[src/rtl/if_fetch_stage_pkg.sv]
// Shared types and constants for the instruction-fetch stage.
// Latency: n/a (declarations only).
// Backpressure: n/a (declarations only).
// Contents: FSM state encoding, opcode field width, default reset PC.
package if_fetch_stage_pkg;

   // FETCH: request outstanding; HOLD: word presented to decode;
   // DRAIN: redirected while a request was in flight, waiting to discard it.
   typedef enum logic [1:0] {
      ST_FETCH = 2'd0,
      ST_HOLD  = 2'd1,
      ST_DRAIN = 2'd2
   } fetch_state_t;

   // The opcode occupies the top OPCODE_W bits of every instruction word.
   localparam int OPCODE_W = 6;

   localparam logic [31:0] RESET_PC_DEF = 32'h0000_0000;

endpackage

[src/rtl/if_fetch_stage_if.sv]
// Bundles the instruction-memory and decode-side handshakes of the fetch stage.
// Latency: n/a (wires only).
// Backpressure: imem via req/ack, decode via instr_valid/instr_ready.
// master = fetch stage side, slave = memory + decode side.
interface if_fetch_stage_if #(
   parameter int ADDR_W = 32,
   parameter int DATA_W = 32
);
   import if_fetch_stage_pkg::*;

   logic              imem_req;
   logic [ADDR_W-1:0] imem_addr;
   logic              imem_ack;
   logic [DATA_W-1:0] imem_rdata;

   logic              instr_valid;
   logic              instr_ready;
   logic [DATA_W-1:0] instr_o;
   logic [OPCODE_W-1:0] opcode_o;
   logic [ADDR_W-1:0] pc_o;
   logic [ADDR_W-1:0] pc_plus4_o;

   modport master (
      output imem_req, imem_addr,
      input  imem_ack, imem_rdata,
      output instr_valid, instr_o, opcode_o, pc_o, pc_plus4_o,
      input  instr_ready
   );

   modport slave (
      input  imem_req, imem_addr,
      output imem_ack, imem_rdata,
      input  instr_valid, instr_o, opcode_o, pc_o, pc_plus4_o,
      output instr_ready
   );

endinterface

[src/rtl/if_fetch_stage_pc_reg.sv]
// Program counter: reset load, +4 step and redirect load (redirect wins over step).
// Latency: new value visible the cycle after the controlling strobe.
// Backpressure: none; the caller only asserts inc when a word is really taken.
// Ports: clk, rst_n (sync, active-low), inc, redirect, target, pc.
module if_fetch_stage_pc_reg #(
   parameter int                ADDR_W   = 32,
   parameter logic [ADDR_W-1:0] RESET_PC = '0
) (
   input  logic              clk,
   input  logic              rst_n,
   input  logic              inc,
   input  logic              redirect,
   input  logic [ADDR_W-1:0] target,
   output logic [ADDR_W-1:0] pc
);

   always_ff @(posedge clk) begin
      if (!rst_n) begin
         pc <= RESET_PC;
      end else if (redirect) begin
         // Low two bits are forced to zero; no alignment trap exists.
         pc <= target & ~ADDR_W'(3);
      end else if (inc) begin
         pc <= pc + ADDR_W'(4);
      end
   end

endmodule

[src/rtl/if_fetch_stage.sv]
// Instruction fetch: one imem read at a time, word + PC presented to decode, PC redirects.
// Latency: req in the first cycle out of reset; instr_valid rises the cycle after imem_ack.
// Backpressure: holds the word (no new req) until instr_ready; a redirect discards in-flight data.
// Ports: clk, rst_n, pcsrc_i, target_i, bus (master: imem req/addr/ack/rdata, instr valid/ready/data/pc).
module if_fetch_stage
   import if_fetch_stage_pkg::*;
#(
   parameter int                ADDR_W   = 32,
   parameter int                DATA_W   = 32,
   parameter logic [ADDR_W-1:0] RESET_PC = ADDR_W'(RESET_PC_DEF)
) (
   input  logic              clk,
   input  logic              rst_n,
   input  logic              pcsrc_i,
   input  logic [ADDR_W-1:0] target_i,
   if_fetch_stage_if.master  bus
);

   fetch_state_t      state;
   fetch_state_t      state_nxt;
   logic [ADDR_W-1:0] pc;
   logic [ADDR_W-1:0] drain_addr;
   logic [ADDR_W-1:0] pc_q;
   logic [ADDR_W-1:0] pc_plus4_q;
   logic [DATA_W-1:0] instr_q;
   logic              valid_q;
   logic              take;
   logic              to_drain;
   logic              req;
   logic [ADDR_W-1:0] addr;

   // A returning word is kept only if no redirect arrives in the same cycle.
   assign take     = (state == ST_FETCH) && bus.imem_ack && !pcsrc_i;
   assign to_drain = (state == ST_FETCH) && !bus.imem_ack && pcsrc_i;

   if_fetch_stage_pc_reg #(
      .ADDR_W   (ADDR_W),
      .RESET_PC (RESET_PC)
   ) u_pc_reg (
      .clk      (clk),
      .rst_n    (rst_n),
      .inc      (take),
      .redirect (pcsrc_i),
      .target   (target_i),
      .pc       (pc)
   );

   // State register
   always_ff @(posedge clk) begin
      if (!rst_n) state <= ST_FETCH;
      else        state <= state_nxt;
   end

   // Next-state logic
   always_comb begin
      state_nxt = state;
      case (state)
         ST_FETCH: begin
            if (to_drain)            state_nxt = ST_DRAIN;
            else if (take)           state_nxt = ST_HOLD;
         end
         ST_HOLD: begin
            // valid is always set in HOLD, so ready alone completes the handshake.
            if (pcsrc_i || bus.instr_ready) state_nxt = ST_FETCH;
         end
         ST_DRAIN: begin
            // The stale word is discarded; pc already holds the newest target.
            if (bus.imem_ack)        state_nxt = ST_FETCH;
         end
         default:                    state_nxt = ST_FETCH;
      endcase
   end

   // Memory-side outputs
   always_comb begin
      req  = 1'b0;
      addr = pc;
      case (state)
         ST_FETCH: req = 1'b1;
         ST_DRAIN: begin
            // pc has already moved to the target; keep the address the memory is serving.
            req  = 1'b1;
            addr = drain_addr;
         end
         default:  req = 1'b0;
      endcase
      if (!rst_n) req = 1'b0;
   end

   assign bus.imem_req  = req;
   assign bus.imem_addr = addr;

   always_ff @(posedge clk) begin
      if (!rst_n)        drain_addr <= '0;
      else if (to_drain) drain_addr <= pc;
   end

   // Decode-side output registers
   always_ff @(posedge clk) begin
      if (!rst_n) begin
         valid_q    <= 1'b0;
         instr_q    <= '0;
         pc_q       <= '0;
         pc_plus4_q <= '0;
      end else if (take) begin
         valid_q    <= 1'b1;
         instr_q    <= bus.imem_rdata;
         pc_q       <= pc;
         pc_plus4_q <= pc + ADDR_W'(4);
      end else if ((state == ST_HOLD) && (pcsrc_i || bus.instr_ready)) begin
         valid_q    <= 1'b0;
      end
   end

   assign bus.instr_valid = valid_q;
   assign bus.instr_o     = instr_q;
   assign bus.opcode_o    = instr_q[DATA_W-1 -: OPCODE_W];
   assign bus.pc_o        = pc_q;
   assign bus.pc_plus4_o  = pc_plus4_q;

endmodule
[src/flat_wrapper.sv]
// flat-port wrapper written by rule: the top's interface ports become plain ports
module if_fetch_stage_flat import if_fetch_stage_pkg::*;
#(
   parameter int                ADDR_W   = 32,
   parameter int                DATA_W   = 32,
   parameter logic [ADDR_W-1:0] RESET_PC = ADDR_W'(RESET_PC_DEF)
)
  (clk, rst_n, pcsrc_i, target_i, bus_imem_req, bus_imem_addr, bus_imem_ack, bus_imem_rdata, bus_instr_valid, bus_instr_o, bus_opcode_o, bus_pc_o, bus_pc_plus4_o, bus_instr_ready);
  if_fetch_stage_if #(.ADDR_W(ADDR_W), .DATA_W(DATA_W)) bus_i ();
  input  logic clk;
  input  logic rst_n;
  input  logic pcsrc_i;
  input  logic [ADDR_W-1:0] target_i;
  output wire logic [$bits(bus_i.imem_req)-1:0] bus_imem_req;
  output wire logic [$bits(bus_i.imem_addr)-1:0] bus_imem_addr;
  input wire logic [$bits(bus_i.imem_ack)-1:0] bus_imem_ack;
  input wire logic [$bits(bus_i.imem_rdata)-1:0] bus_imem_rdata;
  output wire logic [$bits(bus_i.instr_valid)-1:0] bus_instr_valid;
  output wire logic [$bits(bus_i.instr_o)-1:0] bus_instr_o;
  output wire logic [$bits(bus_i.opcode_o)-1:0] bus_opcode_o;
  output wire logic [$bits(bus_i.pc_o)-1:0] bus_pc_o;
  output wire logic [$bits(bus_i.pc_plus4_o)-1:0] bus_pc_plus4_o;
  input wire logic [$bits(bus_i.instr_ready)-1:0] bus_instr_ready;
  assign bus_imem_req = bus_i.imem_req;
  assign bus_imem_addr = bus_i.imem_addr;
  assign bus_i.imem_ack = bus_imem_ack;
  assign bus_i.imem_rdata = bus_imem_rdata;
  assign bus_instr_valid = bus_i.instr_valid;
  assign bus_instr_o = bus_i.instr_o;
  assign bus_opcode_o = bus_i.opcode_o;
  assign bus_pc_o = bus_i.pc_o;
  assign bus_pc_plus4_o = bus_i.pc_plus4_o;
  assign bus_i.instr_ready = bus_instr_ready;
  if_fetch_stage #(.ADDR_W(ADDR_W), .DATA_W(DATA_W), .RESET_PC(RESET_PC)) u_core (.clk(clk), .rst_n(rst_n), .pcsrc_i(pcsrc_i), .target_i(target_i), .bus(bus_i));
endmodule
[config.mk]
export PLATFORM = sky130hd
export DESIGN_NAME = if_fetch_stage_flat
export DESIGN_NICKNAME = d
export VERILOG_FILES = /design/src/rtl/if_fetch_stage_pkg.sv /design/src/rtl/if_fetch_stage_if.sv /design/src/rtl/if_fetch_stage_pc_reg.sv /design/src/rtl/if_fetch_stage.sv /design/src/flat_wrapper.sv
export SDC_FILE = /design/constraint.sdc
export NUM_CORES = 1
export LEC_CHECK = 0
export BUFFER_PORTS_ARGS = -buffer_cell sky130_fd_sc_hd__buf_4
export CORE_UTILIZATION = 45
export DETAILED_ROUTE_END_ITERATION = 12
export MAX_ROUTING_LAYER = met4
export PLACE_DENSITY = 0.69
export SYNTH_ARGS = -nofsm -noshare
export SYNTH_HDL_FRONTEND = slang
export SYNTH_HIERARCHICAL = 1
export SYNTH_SLANG_ARGS = --single-unit
[constraint.sdc]
create_clock -name clk -period 2.77 [get_ports clk]
set_input_delay 0.277 -clock clk [delete_from_list [all_inputs] [get_ports clk]]
set_output_delay 0.277 -clock clk [all_outputs]
set_load 0.005 [all_outputs]
==> flow_summary.ini, run 1 <==
[routing]
first_pass_iters = 4
drt_iter0_markers = 547
wl_um = 22200
routed-via-count = 7172
drc = 0
ant_nets = 0
viasPerCell = 5.40
wl_per_cell_um = 16.7

[yosys]
synth_area_um2 = 7600
netlist_top_cells_count = nand2_1, dfxtp_1, a21boi_0
synth_top_area_cell = dfxtp_1
ys_seq_area_frac = 0.419
synth_edf_count = 0
synth.distinct_cells = 61
ys.flop_type = dfxtp_1
yosys_register_bits = 159
synthCells = 921
async_flop_share = 0
yosysMostFrequentCell = nand2_1
avgSynthCellArea_um2 = 8.25
yosysTopAreaCellShare = 0.419
synthTopCellsByArea = dfxtp_1, nand2_1, a21boi_0
yosysWarnings = 6

[clock_tree]
cts_buffer_depth = 2
cts_setup_buffers = 0
cts_tree = built
clockRootBuffer = clkbuf_16
worstSkewPairLatency_ns = 0.42
clkTransAtPathRegs_ns = 0.06
hold_buffers = 0
cts_made_buffers = 17
post_cts_resized = 0
cts_sinks = 159
cts_max_level = 4

[worst_setup_path]
arrival_ns = 2.10
startpoint_type = flop
worstPathMaxFanout = 19
critPathCaptureType = primary output
critical_path_class = reg2out
cp.required_ns = 2.49

[cells_and_area]
drive_above_1_share = 0.287
nets = 1168
fin_util = 0.598
n_antenna_cell = 0
syn2layout_area_growth_pct = 30.0

[job]
max-cap-violations = 0

[sta]
hold_violations = 0
setup_violations = 0
grt_setup_unrepaired = false
min_period_over_period = 0.859
finalWorstSetupSlack_ns = 0.390
tns_ns = 0
slew_headroom = 0.492
worst_slew_pin_slew_ns = 0.755
layout_min_cycle_time_ns = 2.38
clock_skew_ns = 0.00940
hold_slack_ns = 0.0771
finalMaxSlewViolations = 0
max_freq_mhz = 420

[floorplanning]
start_util = 0.460
core-area_um2 = 16500
die_area_um2 = 17400
die_w_um = 132
io_pins = 205
die_h_um = 132
rows = 47

[power_and_ir_drop]
p_leak_nw = 4.02
ir_drop_v = 0.000425
powerDensity_nw_per_um2 = 558
total_power_mw = 5.51

[grt]
grt_usage = 0.264
grt_max_degree = 68
antenna_found_initial = 0
grt_pass1_wl_um = 35400
grt_pass1_vias = 6603
grt-ovfl-total = 0

[min_path]
hp-class = in2reg

[place]
port_buffers = 202
place_congestion = 0.879
hpwlAfterDp_um = 15200
pre_cts_slack_ns = 0.523

[status]
status = finished clean
-- critical path: stages, from the launching register on --
cell and delay, ns:
dfxtp_1 0.44, nand2b_2 0.47, buf_12 0.24, mux2_1 0.38, buf_4 0.15
-- kinds of logic after synthesis --
group,count (synthesis),synth area share
buffers and inverters,87,0.0509
XOR/XNOR,38,0.0438
AND/OR/NAND/NOR,383,0.239
multiplexers,33,0.0487
other,1,0.000494
AO/OA/AOI/OAI,218,0.195
adder cells (fa/ha/maj),2,0.00329
flip-flops,159,0.419
-- metal layers --
layer  GRT usage  vias up  routed length (µm)
li1            -     3535                   -
met1       0.346     3330                9870
met2       0.413      284               10500
met3      0.0581       23                1600
met4      0.0633        0                 231
met5           -        -                   0
-- where the power goes --
| part | internal (mW) | switching, mW |
|---|---|---|
| Clock | 1.33 | 0.922 |
| Sequential | 2.40 | 0.104 |
| Combinational | 0.375 | 0.382 |
| Total | 4.11 | 1.41 |
-- metrics by stage --
| stage | cell area, µm² | instances |
|---|---|---|
| floorplan | 7600 | 922 |
| global placement | 9320 | 1298 |
| detailed placement | 9320 | 1298 |
| CTS | 9880 | 1328 |
| global route | 9880 | 1328 |
| finish | 9880 | 1328 |
-- worst paths after layout --
check / slack [ns] / startpoint / endpoint / cells after the start
worst min-delay path: 0.08 / target_i[6] / u_core/u_pc_reg/pc[6]$_SDFFE_PN0P_ / 2
worst max register to register: 0.53 / u_core/state[1]$_SDFFE_PN0P_ / u_core/u_pc_reg/pc[25]$_SDFFE_PN0P_ / 7
worst max-delay path: 0.39 / u_core/state[0]$_SDFFE_PN0P_ / bus_imem_addr[16] / 4
worst min register to register: 0.45 / u_core/drain_addr[29]$_SDFFE_PN0P_ / u_core/drain_addr[29]$_SDFFE_PN0P_ / 2
-- state kept, by name (all words and copies together) (netlist names) --
| signal | flops |
|---|---|
| u_core/bus.instr_o | 32 |
| u_core/bus.pc_o | 32 |
| u_core/u_pc_reg/pc | 30 |
| u_core/state | 2 |
| u_core/drain_addr | 32 |
| u_core/bus.pc_plus4_o | 30 |
| u_core/bus.instr_valid | 1 |
-- placed cells by master, fill, tap and decap left out, types with 3 or more instances in the layout --
cell type / n
dfxtp_1: 159
clkinvlp_4: 3
xnor2_1: 20
xor2_1: 18
inv_1: 5
a211oi_1: 5
nor4_1: 10
a31oi_1: 6
nand4_1: 22
clkbuf_16: 17
nand3_1: 30
and4_1: 6
a21boi_1: 3
nand2_1: 236
clkinv_2: 6
nand3b_1: 4
or4_1: 3
and3_1: 11
nor2_1: 18
nand2b_1: 5
o211a_1: 13
a32oi_1: 4
nor3_1: 7
o31ai_1: 3
o21ai_0: 49
a21boi_0: 94
a21oi_1: 30
mux2_2: 31
buf_4: 236
and2_1: 5
-- final cells by class --
class | instances | area, µm²
fillers | 1533 | 6650
multi-input cells | 676 | 4040
flip-flops and latches | 159 | 3180
repair buffers | 237 | 1790
clock buffers | 18 | 439
well taps | 220 | 275
clock inverters | 12 | 121
inverters | 6 | 25.0
No activity file was read; power rests on OpenSTA's default activity.
==> run 2: changes to the inputs <==
Settings changed: ABC_CLOCK_PERIOD_IN_PS set to 2770, CELL_PAD_IN_SITES_DETAIL_PLACEMENT set to 1, CELL_PAD_IN_SITES_GLOBAL_PLACEMENT set to 1, CORE_UTILIZATION 45 to 39, CTS_CLUSTER_DIAMETER set to 60, PLACE_DENSITY 0.69 to 0.8.
==> run 2 against run 1 <==
Effect of this change:
- fmax shrank 3.9%
- global-route usage down 0.89 points
- core utilization fell by 7.1 points
- design area grew 0.82%
- setup slack got worse by 0.098 ns
- clock-buffer cell count rose by 4
- first-iteration DRC count down 30%
- combinational power increased by 2.6%
- flip-flop and latch count stayed put
==> flow_summary.ini, run 2 (synthesized netlist as in run 1, its figures left out) <==
[floorplanning]
die_w_um = 142
rows = 50
die_h_um = 142
die_area_um2 = 20000
io_pins = 205
core-area_um2 = 18900
start_util = 0.402

[grt]
antenna_found_initial = 0
grt_pass1_wl_um = 38700
grt_util_met3 = 0.0378
busiest_layer = met2
grt_pass1_vias = 7248
use_met1 = 0.321
grt_usage = 0.255
grt_max_degree = 135
use_met2 = 0.425
grt-ovfl-total = 0

[clock_tree]
cts_made_buffers = 17
clkTransAtPathRegs_ns = 0.07
worstSkewPairLatency_ns = 0.42
hold_buffers = 0
clockRootBuffer = clkbuf_16
cts_tree = built
cts_buffer_depth = 2
cts_sinks = 159
post_cts_resized = 0
cts_max_level = 4
cts_setup_buffers = 0

[sta]
max_freq_mhz = 404
grt_setup_unrepaired = false
tns_ns = 0
clock_skew_ns = 0.0116
slew_headroom = 0.293
finalMaxSlewViolations = 0
finalWorstSetupSlack_ns = 0.292
min_period_over_period = 0.894
hold_violations = 0
layout_min_cycle_time_ns = 2.48
worst_slew_pin_slew_ns = 1.06
setup_violations = 0

[place]
pre_cts_slack_ns = 0.448
port_buffers = 202
place_congestion = 0.856
hpwlAfterDp_um = 17300

[power_and_ir_drop]
p_switching_mw = 1.45
ir_drop_v = 0.000443
p_clk_frac = 0.416
p_leak_nw = 4.03
switching_share = 0.258
combPwrFrac = 0.138
powerDensity_nw_per_um2 = 565
intPower_mw = 4.18
seq_power_share = 0.445

[routing]
routed-via-count = 7305
first_pass_iters = 5
ant_nets = 0
drt_iter0_markers = 381
wl_per_cell_um = 18.1
viasPerCell = 5.34
drc = 0
wl_um = 24800

[worst_setup_path]
cp.required_ns = 2.49
rr_startpoint = u_core/state[1]$_SDFFE_PN0P_
r2r_end = u_core/bus.pc_plus4_o[16]$_SDFFE_PN0P_
critPathCaptureType = primary output
worstPathMaxFanout = 16
startpoint = u_core/state[0]$_SDFFE_PN0P_
startpoint_type = flop
critical_path.endpoint = bus_imem_addr[8]
critical_path_class = reg2out
reg2reg_slack_ns = 0.40
reg2reg_depth = 6
arrival_ns = 2.20

[min_path]
hp-class = in2reg
min_delay_path_depth = 2

[cells_and_area]
nets = 1166
mostFrequentLayoutCells = nand2_1, buf_4, dfxtp_1, a21boi_0, o21ai_0
drive_above_1_share = 0.285
layout.cells.most_common = nand2_1
fill_cells = 2288
syn2layout_area_growth_pct = 31.1
n_antenna_cell = 0

[job]
max-cap-violations = 0

[status]
status = finished clean
## run 2: power groups by stage
stage	registers (mW)	clock network [mW]	logic [mW]
6_report	2.51	2.34	0.778
4_1_cts	2.51	2.39	0.783
3_3_place_gp	2.55	0	0.766
5_1_grt	2.52	2.49	0.850
3_5_place_dp	2.56	0	0.779
2_1_floorplan	2.55	0	0.357
## run 2: area by class of cell
type                            count  area, µm²  share of cell area
Multi-Input combinational cell    676       4040               0.406
Sequential cell                   159       3180               0.320
Timing Repair Buffer              235       1800               0.181
Clock buffer                       22        474              0.0476
Tap cell                          260        325              0.0327
Clock inverter                      9        108              0.0108
Inverter                            6       25.0             0.00251
## run 2: critical path: stages (launching register included)
cell	delay [ns]
dfxtp_1	0.45
nand2b_2	0.52
buf_4	0.30
mux2_2	0.37
buf_4	0.14
## run 2: metrics by stage
step	cells	hold WS, ns	area, µm²	power [mW]	utilization
3_3_place_gp	1336	0.439	9380	3.32	0.496
4_1_cts	1367	0.0696	9960	5.68	0.527
5_1_grt	1367	0.0715	9960	5.86	0.527
2_1_floorplan	922	0.415	7600	2.91	-
6_report	1367	0.0795	9960	5.63	0.527
3_5_place_dp	1336	0.450	9380	3.34	0.496
## run 2: worst min path at each step
stage	startpoint	to	slack, ns
after floorplan	target_i[2]	u_core/u_pc_reg/pc[2]$_SDFFE_PN0P_	0.41
after global placement	u_core/drain_addr[30]$_SDFFE_PN0P_	u_core/drain_addr[30]$_SDFFE_PN0P_	0.44
after detailed placement	u_core/drain_addr[30]$_SDFFE_PN0P_	u_core/drain_addr[30]$_SDFFE_PN0P_	0.45
after CTS	target_i[6]	u_core/u_pc_reg/pc[6]$_SDFFE_PN0P_	0.07
after global routing	target_i[6]	u_core/u_pc_reg/pc[6]$_SDFFE_PN0P_	0.07
final	target_i[6]	u_core/u_pc_reg/pc[6]$_SDFFE_PN0P_	0.08
## run 2: metal layers
metal	wire length, µm	vias up
met4	351	0
met5	0	-
met1	11100	3551
met3	1290	26
li1	-	3524
met2	12000	204
==> run 3: changes to the inputs <==
Settings changed: REMOVE_ABC_BUFFERS set to 1.
==> run 3 against run 2 <==
Effect of this change:
- first-iteration DRC count is 11% lower
- worst hold slack worse by 0.0035 ns
- fmax is 4.0% higher
- largest cell class unchanged
- sequential power hardly changed
- routed wire length is 5.5% lower
- power is 0.23% higher
- critical path depth stayed put
==> flow_summary.ini, run 3 (synthesized netlist as in run 1, its figures left out) <==
[grt]
grt_usage = 0.244
antenna_found_initial = 0
grt_pass1_wl_um = 37200
grt_max_degree = 68
grt-ovfl-total = 0
grt_pass1_vias = 7116

[clock_tree]
hold_buffers = 0
cts_max_level = 4
worstSkewPairLatency_ns = 0.43
cts_sinks = 159
cts_buffer_depth = 2
post_cts_resized = 0
cts_setup_buffers = 0
clockRootBuffer = clkbuf_16
clkTransAtPathRegs_ns = 0.07
cts_made_buffers = 17
cts_tree = built

[min_path]
hp-class = in2reg
min_delay_path_depth = 2
min-delay-start = target_i[7]
hold_end = u_core/u_pc_reg/pc[7]$_SDFFE_PN0P_

[floorplanning]
rows = 50
start_util = 0.402
die_w_um = 142
die_h_um = 142
die_area_um2 = 20000
io_pins = 205
core-area_um2 = 18900

[cells_and_area]
syn2layout_area_growth_pct = 31.4
fin_util = 0.528
fill_cells = 2335
layout.cells.most_common = buf_4
mostFrequentLayoutCells = buf_4, nand2_1, dfxtp_1, a21boi_0, o21ai_0
n_antenna_cell = 0
drive_above_1_share = 0.290
nets = 1171
design_area_um2 = 9980

[sta]
layout_min_cycle_time_ns = 2.38
slew_headroom = 0.473
clock_skew_ns = 0.0110
finalMaxSlewViolations = 0
hold_slack_ns = 0.0760
min_period_over_period = 0.860
max_freq_mhz = 420
worst_slew_pin_slew_ns = 0.790
setup_violations = 0
hold_violations = 0
grt_setup_unrepaired = false

[status]
status = finished clean

[worst_setup_path]
critical_path_class = reg2out
worstPathMaxFanout = 19
reg2reg_depth = 8
rr_startpoint = u_core/state[1]$_SDFFE_PN0P_
reg2reg_slack_ns = 0.60
critPathCaptureType = primary output
startpoint_type = flop
r2r_end = u_core/u_pc_reg/pc[30]$_SDFFE_PN0P_
arrival_ns = 2.11
cp.required_ns = 2.49

[routing]
wl_um = 23400
drt_iter0_markers = 339
first_pass_iters = 5
viasPerCell = 5.29
drc = 0
ant_nets = 0
wl_per_cell_um = 17.0
routed-via-count = 7259

[place]
dpl_cell_area_um2 = 9390
hpwlAfterDp_um = 16100
place_congestion = 0.778
port_buffers = 202

[power_and_ir_drop]
ir_drop_v = 0.000405
powerDensity_nw_per_um2 = 565
p_leak_nw = 4.05

[job]
max-cap-violations = 0
==> run 3: cell types whose count changed in the layout (fill, tap and decap cells not counted) <==
| cell | before | now |
|---|---|---|
| buf_12 | 3 | 1 |
| clkbuf_8 | 3 | 1 |
| inv_6 | 2 | 3 |
| buf_4 | 232 | 239 |
| clkbuf_1 | 2 | 0 |
| clkinv_2 | 3 | 2 |
| clkinv_4 | 0 | 4 |
| inv_8 | 0 | 1 |
==> run 3: worst max-delay path by stage <==
stage	depth (start not counted)	end	from	slack [ns]
global placement	9	u_core/u_pc_reg/pc[30]$_SDFFE_PN0P_	pcsrc_i	0.66
finish	4	bus_imem_addr[15]	u_core/state[0]$_SDFFE_PN0P_	0.39
detailed placement	9	u_core/u_pc_reg/pc[30]$_SDFFE_PN0P_	pcsrc_i	0.61
CTS	4	bus_imem_addr[15]	u_core/state[0]$_SDFFE_PN0P_	0.36
floorplan	7	u_core/u_pc_reg/pc[19]$_SDFFE_PN0P_	u_core/state[1]$_SDFFE_PN0P_	-2.60
global route	4	bus_imem_addr[15]	u_core/state[0]$_SDFFE_PN0P_	0.27
==> run 3: final cells by class <==
type / instances / area (µm²) / share of cell area
multi-input combinational: 676 / 4040 / 0.405
sequential: 159 / 3180 / 0.319
timing repair buffer: 240 / 1810 / 0.182
clock buffer: 18 / 439 / 0.0440
tap: 260 / 325 / 0.0326
clock inverter: 14 / 158 / 0.0158
inverter: 6 / 25.0 / 0.00251
==> run 3: critical path, stage by stage, from the launching register on <==
cell	delay, ns
dfxtp_1	0.45
nand2b_2	0.47
buf_12	0.24
mux2_2	0.36
buf_4	0.14
==> run 3: stage by stage <==
stage	setup slack, ns	TNS (ns)	power [mW]	instances
after floorplan	-2.60	-232.66	2.86	841
after global placement	0.656	0	3.28	1341
after detailed placement	0.609	0	3.30	1341
after CTS	0.356	0	5.71	1373
after global routing	0.275	0	5.89	1373
final	0.387	0	5.64	1373
==> run 3: where the power goes <==
part | internal (mW) | leakage, nW | switching, mW
Sequential | 2.40 | 1.30 | 0.109
Combinational | 0.372 | 2.46 | 0.367
Clock | 1.37 | 0.289 | 1.03
==> run 3: per-layer routing <==
| layer | global-route usage | part of all wire | vias to the layer above |
|---|---|---|---|
| met5 | - | 0 | - |
| met4 | 0.0600 | 0.0076 | 0 |
| met3 | 0.0489 | 0.048 | 16 |
| met2 | 0.405 | 0.49 | 184 |
| met1 | 0.303 | 0.46 | 3520 |
| li1 | - | - | 3539 |
